File: config.mk
export PLATFORM = sky130hd
export DESIGN_NAME = dma_tx_burst_sched
export DESIGN_NICKNAME = d
export VERILOG_FILES = /design/src/rtl/dma_tx_burst_sched.sv
export SDC_FILE = /design/constraint.sdc
export NUM_CORES = 1
export LEC_CHECK = 0
export ABC_AREA = 1
export BUFFER_PORTS_ARGS = -buffer_cell sky130_fd_sc_hd__buf_2
export CAP_MARGIN = 20
export CELL_PAD_IN_SITES_DETAIL_PLACEMENT = 1
export CELL_PAD_IN_SITES_GLOBAL_PLACEMENT = 1
export CORE_MARGIN = 2
export CORE_UTILIZATION = 35
export DETAILED_ROUTE_END_ITERATION = 10
export PLACE_DENSITY = 0.82
export SLEW_MARGIN = 25
export SYNTH_ARGS = -nofsm -noshare
export SYNTH_HDL_FRONTEND = slang
export SYNTH_SLANG_ARGS = --single-unit
File: constraint.sdc
create_clock -name clk_dma -period 3.05 [get_ports clk_dma]
set_clock_uncertainty 0.05 [all_clocks]
set_input_delay 0.61 -clock clk_dma [delete_from_list [all_inputs] [get_ports clk_dma]]
set_output_delay 0.61 -clock clk_dma [all_outputs]
set_load 0.005 [all_outputs]
File: src/rtl/dma_tx_burst_sched.sv
// Round-robin burst scheduler: steers one upstream DMA stream to one of N_DST loaders,
// one burst of burst_len beats per grant, TLAST on the final beat.
module dma_tx_burst_sched #(
  parameter int unsigned N_DST = 8,
  parameter int unsigned DW    = 64,
  parameter int unsigned LW    = 16,
  localparam int unsigned IW   = $clog2(N_DST)
) (
  input  logic             clk_dma,
  input  logic             srst,
  input  logic [LW-1:0]    burst_len,
  input  logic             s_axi_dma_tvld,
  output logic             s_axi_dma_trdy,
  input  logic [DW-1:0]    s_axi_dma_tdat,
  input  logic [N_DST-1:0] dst_req,
  output logic [N_DST-1:0] m_axi_tvld,
  input  logic [N_DST-1:0] m_axi_trdy,
  output logic [DW-1:0]    m_axi_tdat,
  output logic             m_axi_tlast,
  output logic             grant_vld,
  output logic [IW-1:0]    grant_idx,
  output logic             burst_done,
  output logic [31:0]      burst_total
);

  typedef enum logic {StArb = 1'b0, StXfer = 1'b1} state_e;

  state_e          r_state;
  state_e          w_state_d;
  logic [IW-1:0]   r_rr_ptr;
  logic [IW-1:0]   r_grant_idx;
  logic [LW-1:0]   r_len;
  logic [LW-1:0]   r_beat_cnt;
  logic            r_burst_done;
  logic [31:0]     r_burst_total;

  logic            w_pick_found;
  logic [IW-1:0]   w_pick_idx;
  logic            w_beat;
  logic            w_last;
  logic [IW-1:0]   w_rr_next;

  // First requester at or after the round-robin pointer, wrapping modulo N_DST.
  always_comb begin
    int unsigned v_cand;
    w_pick_found = 1'b0;
    w_pick_idx   = '0;
    v_cand       = 0;
    for (int unsigned i = 0; i < N_DST; i++) begin
      v_cand = (32'(r_rr_ptr) + i) % N_DST;
      if (!w_pick_found && dst_req[v_cand[IW-1:0]]) begin
        w_pick_found = 1'b1;
        w_pick_idx   = v_cand[IW-1:0];
      end
    end
  end

  assign w_last    = (r_beat_cnt == r_len - LW'(1));
  assign w_beat    = (r_state == StXfer) && s_axi_dma_tvld && m_axi_trdy[r_grant_idx];
  assign w_rr_next = (r_grant_idx == IW'(N_DST - 1)) ? '0 : r_grant_idx + IW'(1);

  always_ff @(posedge clk_dma) begin
    if (srst) begin
      r_state <= StArb;
    end else begin
      r_state <= w_state_d;
    end
  end

  always_comb begin
    w_state_d      = r_state;
    s_axi_dma_trdy = 1'b0;
    m_axi_tvld     = '0;
    m_axi_tlast    = 1'b0;
    case (r_state)
      StArb: begin
        if (w_pick_found) begin
          w_state_d = StXfer;
        end
      end
      StXfer: begin
        s_axi_dma_trdy          = m_axi_trdy[r_grant_idx];
        m_axi_tvld[r_grant_idx] = s_axi_dma_tvld;
        m_axi_tlast             = w_last;
        if (w_beat && w_last) begin
          w_state_d = StArb;
        end
      end
      default: w_state_d = StArb;
    endcase
  end

  always_ff @(posedge clk_dma) begin
    if (srst) begin
      r_rr_ptr      <= '0;
      r_grant_idx   <= '0;
      r_len         <= '0;
      r_beat_cnt    <= '0;
      r_burst_done  <= 1'b0;
      r_burst_total <= '0;
    end else begin
      r_burst_done <= 1'b0;
      if (r_state == StArb) begin
        if (w_pick_found) begin
          r_grant_idx <= w_pick_idx;
          r_len       <= (burst_len == '0) ? LW'(1) : burst_len;
          r_beat_cnt  <= '0;
        end
      end else if (w_beat) begin
        r_beat_cnt <= r_beat_cnt + LW'(1);
        if (w_last) begin
          r_rr_ptr      <= w_rr_next;
          r_burst_done  <= 1'b1;
          r_burst_total <= r_burst_total + 32'd1;
        end
      end
    end
  end

  assign m_axi_tdat  = s_axi_dma_tdat;
  assign grant_vld   = (r_state == StXfer);
  assign grant_idx   = r_grant_idx;
  assign burst_done  = r_burst_done;
  assign burst_total = r_burst_total;

endmodule

==> results of run 1 <==
[critical path, delay by kind of cell, from the launching register on]
family                     cells  cell delay [ns]
and+or+nand+nor                6             0.73
buffers and inverters          2             0.20
xor gates and xnor gates       2             0.39
DFF                            1             0.37
adders and majority gates      1             0.19
[final cells by class]
type	instances	area share
Multi-Input combinational cell	657	0.552
Sequential cell	72	0.227
Timing Repair Buffer	89	0.0732
Inverter	79	0.0467
Tap cell	220	0.0433
Clock buffer	11	0.0382
Clock inverter	5	0.0201
[power breakdown]
part           switching (W)  internal (W)
registers          0.0000272      0.000960
clock network       0.000425      0.000905
logic               0.000255      0.000131
total               0.000706       0.00199
[cells in the mapped netlist (all sizes together)]
master / n
inv: 77
clkbuf: 10
nand3b: 3
a21o: 1
a41oi: 1
and2: 2
nor2: 100
o21ai: 20
a211oi: 1
dfxtp: 72
xnor3: 1
a31oi: 1
nor3: 24
o21bai: 1
ha: 7
o22ai: 2
nand4: 12
buf: 81
nand2: 244
nor3b: 2
clkinv: 2
nor4: 13
nand3: 102
o2111ai: 1
xnor2: 17
xor2: 46
a21oi: 56
[per-stage QoR]
step	cell area [sq um]	worst slack, ns	total power [W]
after floorplan	5870	0.621	0.00134
after global placement	5960	0.480	0.00136
after detailed placement	5960	0.362	0.00138
after CTS	6330	0.0112	0.00272
after global routing	6350	0.0296	0.00282
final	6350	0.162	0.00270
[path summary, 6_finish.rpt]
path	start	end	slack [ns]	cells past startpoint
setup reg to reg	r_rr_ptr[0]$_SDFFE_PP0P_	grant_idx[1]$_SDFFE_PP0P_	0.32	15
hold / removal	r_len[15]$_SDFFE_PP0P_	r_len[15]$_SDFFE_PP0P_	0.42	2
hold reg to reg	r_len[15]$_SDFFE_PP0P_	r_len[15]$_SDFFE_PP0P_	0.42	2
setup / recovery	r_len[0]$_SDFFE_PP0P_	m_axi_tlast	0.16	11
[kinds of logic (layout without fill, tap and decap cells)]
| group | after synthesis | count (layout) |
|---|---|---|
| flip-flops | 72 | 72 |
| AND/OR/NAND/NOR | 502 | 502 |
| buffers and inverters | 170 | 184 |
| AO/OA/AOI/OAI | 84 | 84 |
| XOR/XNOR | 64 | 64 |
| adder cells (fa/ha/maj) | 7 | 7 |
[registers in the layout, indices dropped and copies added, names as in the netlist]
| register | cells |
|---|---|
| burst_done | 1 |
| r_rr_ptr | 3 |
| burst_total | 32 |
| grant_vld | 1 |
| r_len | 16 |
| r_beat_cnt | 16 |
| grant_idx | 3 |
[routing by layer]
layer / up-vias / track usage / share of wire
met5: - / 0 / 0
met1: 2760 / 0.252 / 0.45
met4: 0 / 0.0556 / 0.020
li1: 2861 / - / -
met3: 40 / 0.0445 / 0.046
met2: 147 / 0.351 / 0.48
==> impl_summary.txt, run 1 <==
----------------------------------------------------
[Die]
  Width of the die ... 134 um
  Core region area ... 0.0165 sq mm
  Site Rows ... 47
  Die area ... between 0.015 and 0.02 sq mm
  Effective utilization at floorplan ... 0.357
  I/O pin cnt ... 210
  Die height ... 134 um

[Routing]
  Detailed Routing Iterations Pass 1 ... 4
  Final routed wirelength across all metal layers ... 17800 um
  Overall via count from detail_route ... 5808
  Number of DRC violations after detailed routing ... 0
  Antenna violation net count after detailed routing ... 0
  Routed via count divided by cell count ... about 5.1
  DRC violation total after the first TritonRoute iteration ... 249
  Routed len/inst ... 15.7 um

[Layout]
  Multi-input logic area ... 0.00351 sq mm
  Share of post-route cells with drive strength above 1 ... 0.177
  Final #Nets ... 1014
  Commonest non-fill, non-tap cells in the layout ... 235 x sky130_fd_sc_hd__nand2_1, 92 x sky130_fd_sc_hd__nand3_1, 90 x sky130_fd_sc_hd__nor2_1, 81 x sky130_fd_sc_hd__buf_2, 72 x sky130_fd_sc_hd__dfxtp_1
  Fin util ... 0.386
  Reg area ... approximately 0.0014 sq mm
  Most common cell after layout, fill and taps aside ... sky130_fd_sc_hd__nand2_1
  Area overhead of the layout relative to synthesis ... 8.18%
  Fill cell count ... 2173
  Post-route insts no fill ... 1133
  Ant diodes ... 0

[CTS]
  Cts bufs inserted ... 9
  Worst-Skew Late Latency ... 0.34 ns
  # hold bufs at CTS ... 0
  Post_cts resized ... 0
  Clk sinks ... 72
  Number of post-CTS setup repair buffers ... 0
  TritonCTS clock tree ... done
  Worst-case clock buffer depth ... 2
  Root buffer cell ... sky130_fd_sc_hd__clkbuf_16
  Depth of the CTS H-tree ... 3
  Clock slew seen by the registers of the worst setup and hold paths ... 0.05 ns

[GRT]
  Overall overflow remaining after global route ... 0
  Overall global routing resource usage ... 0.202
  Global-route wire length before repair ... about 30000 um
  Antenna violations before repair ... 0
  Via count of the first global-routing pass ... 5938
  Pin count of the biggest net entering global routing ... 52

[STA]
  Final worst path period share ... 0.947
  Unrepaired setup endpoints after global routing ... false
  Max Transition Viols Final ... 0
  Worst hold margin ... ~0.42 ns
  Worst relative slew slack ... 0.618
  Setup_tns ... 0 ns
  Final count of negative-setup-slack endpoints ... 0
  Total count of hold-check failures in the final report ... 0
  Fmax ... 346 MHz
  Final critical path time including I/O delays and setup ... a little under 3 ns
  Slew of the pin with the lowest slew margin ... 0.569 ns

[Critical path]
  Arrival @ worst endpoint ... about 2.2 ns
  Cell type with the highest occurrence count on the critical path ... sky130_fd_sc_hd__nor2_1
  Required arrival time at the worst endpoint ... between 2 and 2.5 ns
  Slowest cell on the critical path ... sky130_fd_sc_hd__dfxtp_1
  Crit path largest cell delay ... 0.37 ns
  Worst-path fanout max ... 4
  Sort of element at the start of the critical path ... flip-flop
  Kind of end point of the critical path ... primary output
  WS Path Type ... flip-flop to primary output
  Cells along the critical path ... inv_2, ha_4, xnor2_1, xor2_1, nand3_1, nor3_2, nand4_1, nor2_1, nand2_1, nor2_1, buf_2

[Synth]
  Arithmetic-cell share of the synthesized area counting full adders, half adders and majority gates ... 0.0149
  Cell type with the highest aggregate area in the netlist ... sky130_fd_sc_hd__dfxtp_1
  Dominant cells by area after synthesis ... sky130_fd_sc_hd__dfxtp_1 25%, sky130_fd_sc_hd__nand2_1 15%, sky130_fd_sc_hd__buf_4 8.4%
  Sequential area share after synthesis ... 0.245
  Top cell type's share of synthesized area ... 0.245
  Area fraction in compound gates after synthesis ... 0.0822
  Syn Area/Cell ... 6.53 sq um
  Cell Area, Synth ... about 0.006 sq mm
  Number of synthesized register bits ... 72
  Share of synthesized area spent on multiplexers ... 0
  Xor and xnor area share after synthesis ... 0.100
  Number of distinct library cell variants in the gate-level netlist after synthesis ... 45
  Post-synthesis simple-gate area fraction ... 0.394
  Synthesized netlist net count ... 1005
  Cells after Synth ... about 900
  Yosys synthesis warning count ... 0
  Largest family of logic cells by synthesized area ... simple AND/OR/NAND/NOR gates

[Power and ir drop]
  Power per Cell Area ... around 430 mW/mm^2
  Standby leakage power ... 2.73 nW
  Worst vdd ir ... 0.262 mV

[Run status]
  Result of the run ... complete, no violations

[Placed design]
  Port Buf Inserts ... slightly above 80
  Number of placed instances with taps included ... 1117
  Half-perimeter wire length after detailed placement ... 13300 um
  Placer Congestion ... roughly 0.9

[Min path]
  Hold/Removal Path Class ... flip-flop to flip-flop

[Job]
  Max-Cap Viols ... 0

----------------------------------------------------
Power figures use the tool's default switching activity.
==> run 2: changes to the inputs <==
Settings changed: ABC_AREA 1 to unset, BUFFER_PORTS_ARGS -buffer_cell sky130_fd_sc_hd__buf_2 to unset, CORE_UTILIZATION 35 to 46, DONT_BUFFER_PORTS set to 1, PLACE_DENSITY 0.82 to 0.8.
==> impl_summary.txt, run 2 <==
----------------------------------------------------
[Synth]
  Dominant cells by area after synthesis ... sky130_fd_sc_hd__dfxtp_1 26%, sky130_fd_sc_hd__buf_4 8.7%, sky130_fd_sc_hd__nor2_1 6.6% (was sky130_fd_sc_hd__dfxtp_1 25%, sky130_fd_sc_hd__nand2_1 15%, sky130_fd_sc_hd__buf_4 8.4%)
  Post-synthesis simple-gate area fraction ... 0.271 (was 0.394)
  Cells after Synth ... 670 (was 899)
  Syn Area/Cell ... 8.28 sq um (was 6.53 sq um)
  Cell Area, Synth ... 0.00555 sq mm (was 0.00587 sq mm)
  Post-synth EDFFs ... 0 (unchanged)
  Number of synthesized register bits ... 72 (unchanged)
  Largest family of logic cells by synthesized area ... simple AND/OR/NAND/NOR gates (unchanged)
  Commonest cells post-synth ... 97 x sky130_fd_sc_hd__nor2_1, 72 x sky130_fd_sc_hd__dfxtp_1, 64 x sky130_fd_sc_hd__buf_4, 33 x sky130_fd_sc_hd__mux2i_1, 33 x sky130_fd_sc_hd__nand2_1 (was 236 x sky130_fd_sc_hd__nand2_1, 92 x sky130_fd_sc_hd__nand3_1, 90 x sky130_fd_sc_hd__nor2_1, 72 x sky130_fd_sc_hd__dfxtp_1)
  Cell type with the highest aggregate area in the netlist ... sky130_fd_sc_hd__dfxtp_1 (unchanged)
  Most frequent cell after synthesis ... sky130_fd_sc_hd__nor2_1 (was sky130_fd_sc_hd__nand2_1)
  Sequential area share after synthesis ... 0.260 (was 0.245)
  Yosys synthesis warning count ... 0 (unchanged)
  Share of synthesized area spent on multiplexers ... 0.177 (was 0)
  Xor and xnor area share after synthesis ... 0.0647 (was 0.100)
  Arithmetic-cell share of the synthesized area counting full adders, half adders and majority gates ... 0.0158 (was 0.0149)
  Area fraction in compound gates after synthesis ... 0.0801 (was 0.0822)
  Most frequently used flop master after synthesis ... sky130_fd_sc_hd__dfxtp_1 (unchanged)
  Share of synthesized flip-flops with an asynchronous set or reset ... 0 (unchanged)
  Top cell type's share of synthesized area ... 0.260 (was 0.245)
  Synthesized netlist net count ... 776 (was 1005)
  Number of distinct library cell variants in the gate-level netlist after synthesis ... 62 (was 45)

[Layout]
  Post-route insts no fill ... 779 (was 1133)
  Most common cell after layout, fill and taps aside ... sky130_fd_sc_hd__nor2_1 (was sky130_fd_sc_hd__nand2_1)
  Commonest non-fill, non-tap cells in the layout ... 96 x sky130_fd_sc_hd__nor2_1, 68 x sky130_fd_sc_hd__dfxtp_1, 43 x sky130_fd_sc_hd__buf_4, 33 x sky130_fd_sc_hd__nand2_1 (was 235 x sky130_fd_sc_hd__nand2_1, 92 x sky130_fd_sc_hd__nand3_1, 90 x sky130_fd_sc_hd__nor2_1, 81 x sky130_fd_sc_hd__buf_2, 72 x sky130_fd_sc_hd__dfxtp_1)
  Final #Nets ... 733 (was 1014)
  Ant diodes ... 0 (unchanged)
  Share of post-route cells with drive strength above 1 ... 0.228 (was 0.177)
  Fill cell count ... 1381 (was 2173)
  Area overhead of the layout relative to synthesis ... 9.75% (was 8.18%)
  Post-route cell area ... 0.00609 sq mm (was 0.00635 sq mm)
  Flip-flop count of the largest register after layout ... 32 (unchanged)

[Critical path]
  Cells along the critical path ... buf_4, nor3_4, xnor2_1, nor3_2, nand3_1, or4_1, or2_4, buf_12, nor4_2, mux2_1 (was inv_2, ha_4, xnor2_1, xor2_1, nand3_1, nor3_2, nand4_1, nor2_1, nand2_1, nor2_1, buf_2)
  WS Path Type ... flip-flop to flip-flop (was flip-flop to primary output)
  Kind of end point of the critical path ... flip-flop (was primary output)
  Crit path largest cell delay ... 0.59 ns (was 0.37 ns)
  Sort of element at the start of the critical path ... flip-flop (unchanged)
  Slowest cell on the critical path ... sky130_fd_sc_hd__or4_1 (was sky130_fd_sc_hd__dfxtp_1)
  Required arrival time at the worst endpoint ... 3.23 ns (was 2.39 ns)
  Kind of cell adding the most delay to the critical path ... simple AND/OR/NAND/NOR gates (unchanged)
  Arrival @ worst endpoint ... 3.35 ns (was 2.23 ns)
  Worst-path fanout max ... 23 (was 4)
  Number of buffer and inverter stages on the critical path ... 2 (unchanged)

[STA]
  Final worst path period share ... 1.04 (was 0.947)
  Worst relative slew slack ... 0.577 (was 0.618)
  Setup_tns ... -0.924 ns (was 0 ns)
  Unrepaired setup endpoints after global routing ... true (was false)
  Slew of the pin with the lowest slew margin ... 0.633 ns (was 0.569 ns)
  Total count of hold-check failures in the final report ... 0 (unchanged)
  Post-route setup slack ... -0.119 ns (was 0.162 ns)
  Fmax ... 316 MHz (was 346 MHz)
  Max Transition Viols Final ... 0 (unchanged)
  Final count of negative-setup-slack endpoints ... 15 (was 0)
  Final critical path time including I/O delays and setup ... 3.17 ns (was 2.89 ns)

[Run status]
  Result of the run ... complete, but fails checks (was complete, no violations)
  Violations in the final reports ... setup timing

[Die]
  Width of the die ... 114 um (was 134 um)
  Die height ... 114 um (was 134 um)
  Die area ... 0.0130 sq mm (was 0.0178 sq mm)
  I/O pin cnt ... 210 (unchanged)
  Effective utilization at floorplan ... 0.466 (was 0.357)
  Core region area ... 0.0119 sq mm (was 0.0165 sq mm)
  Site Rows ... 40 (was 47)

[CTS]
  Cts bufs inserted ... 9 (unchanged)
  Clock slew seen by the registers of the worst setup and hold paths ... 0.06 ns (was 0.05 ns)
  Root buffer cell ... sky130_fd_sc_hd__clkbuf_16 (unchanged)
  Clk sinks ... 72 (unchanged)
  # hold bufs at CTS ... 0 (unchanged)
  Depth of the CTS H-tree ... 3 (unchanged)
  TritonCTS clock tree ... done (unchanged)
  Worst-case clock buffer depth ... 2 (unchanged)
  Worst-Skew Late Latency ... 0.34 ns (about the same)

[Power and ir drop]
  Pwr Total ... 0.00253 W (was 0.00270 W)
  Standby leakage power ... 2.28 nW (was 2.73 nW)
  Worst vdd ir ... 0.398 mV (was 0.262 mV)
  Power per Cell Area ... 416 mW/mm^2 (was 425 mW/mm^2)

[GRT]
  Overall overflow remaining after global route ... 0 (unchanged)
  Global-route wire length before repair ... 25700 um (was 29500 um)
  Antenna violations before repair ... 0 (unchanged)
  Pin count of the biggest net entering global routing ... 89 (was 52)
  Overall global routing resource usage ... 0.247 (was 0.202)
  Via count of the first global-routing pass ... 5078 (was 5938)

[Routing]
  Antenna violation net count after detailed routing ... 0 (unchanged)
  Routed via count divided by cell count ... 6.14 (was 5.13)
  Final routed wirelength across all metal layers ... 16000 um (was 17800 um)
  Detailed Routing Iterations Pass 1 ... 4 (unchanged)
  Number of DRC violations after detailed routing ... 0 (unchanged)
  Overall via count from detail_route ... 4786 (was 5808)
  Routed len/inst ... 20.5 um (was 15.7 um)
  DRC violation total after the first TritonRoute iteration ... 265 (was 249)

[Min path]
  Hold/Removal Path Class ... input pin to flip-flop (was flip-flop to flip-flop)

[Placed design]
  Placer Congestion ... 0.930 (was 0.903)
  Placed Area ... 0.00541 sq mm (was 0.00596 sq mm)
  Port Buf Inserts ... 0 (was 81)
  Number of placed instances with taps included ... 752 (was 1117)
  Half-perimeter wire length after detailed placement ... 11100 um (was 13300 um)

[Job]
  Max-Cap Viols ... 0 (unchanged)

----------------------------------------------------
run 2: area by class of cell:
cell class	instances	area [sq um]	area share
tap	147	184	0.0302
clock inverter	6	90.1	0.0148
sequential	72	1450	0.239
clock buffer	10	239	0.0393
inverter	17	68.8	0.0113
multi-input combinational	479	3650	0.599
timing repair buffer	48	405	0.0666
run 2: final timing paths:
| check | slack [ns] | depth (start not counted) | startpoint | end |
|---|---|---|---|---|
| worst max-delay path | -0.12 | 10 | r_len[0]$_SDFFE_PP0P_ | burst_total[21]$_SDFFE_PP0P_ |
| worst min-delay path | 0.31 | 1 | srst | r_rr_ptr[2]$_SDFFE_PP0P_ |
| worst max register to register | -0.12 | 10 | r_len[0]$_SDFFE_PP0P_ | burst_total[21]$_SDFFE_PP0P_ |
| worst min register to register | 0.46 | 2 | burst_total[11]$_SDFFE_PP0P_ | burst_total[11]$_SDFFE_PP0P_ |
run 2: layer usage:
layer | GRT usage | vias to the layer above | wire, um | share of wire
li1 | - | 2214 | - | -
met1 | 0.288 | 2413 | 6480 | 0.41
met2 | 0.446 | 121 | 8390 | 0.53
met3 | 0.0473 | 38 | 768 | 0.048
met4 | 0.0976 | 0 | 335 | 0.021
met5 | 0 | - | 0 | 0
run 2: power breakdown:
part | internal (W) | switching (W) | leakage [nW] | total, W
Sequential | 0.000960 | 0.0000332 | 0.587 | 0.000993
Clock | 0.000741 | 0.000421 | 0.159 | 0.00116
Combinational | 0.000188 | 0.000190 | 1.53 | 0.000378
run 2: cell families after synthesis:
| family | Yosys count |
|---|---|
| buffers and inverters | 119 |
| xor gates and xnor gates | 41 |
| AOI/OAI and AO/OA | 68 |
| adders and majority gates | 7 |
| muxes | 78 |
| DFF | 72 |
| and+or+nand+nor | 285 |
run 2: worst register-to-register path, stage by stage (launching register included):
cell and delay, ns:
sky130_fd_sc_hd__dfxtp_4 0.37, sky130_fd_sc_hd__buf_4 0.15, sky130_fd_sc_hd__nor3_4 0.26, sky130_fd_sc_hd__xnor2_1 0.15
sky130_fd_sc_hd__nor3_2 0.22, sky130_fd_sc_hd__nand3_1 0.14, sky130_fd_sc_hd__or4_1 0.59, sky130_fd_sc_hd__or2_4 0.28
sky130_fd_sc_hd__buf_12 0.17, sky130_fd_sc_hd__nor4_2 0.31, sky130_fd_sc_hd__mux2_1 0.35
run 2: stage by stage:
step	utilization	hold slack (ns)	setup slack, ns
5_1_grt	0.511	0.286	-0.280
3_5_place_dp	0.454	0.455	-0.154
4_1_cts	0.497	0.277	-0.0411
3_3_place_gp	0.454	0.451	-0.0222
2_1_floorplan	-	0.425	0.0105
6_report	0.511	0.308	-0.119
run 2: repair_timing:
action,CTS,global route
pin swaps,8,6
setup buffers,7,4
setup endpoints to repair,33,55
gates resized for setup,25,28
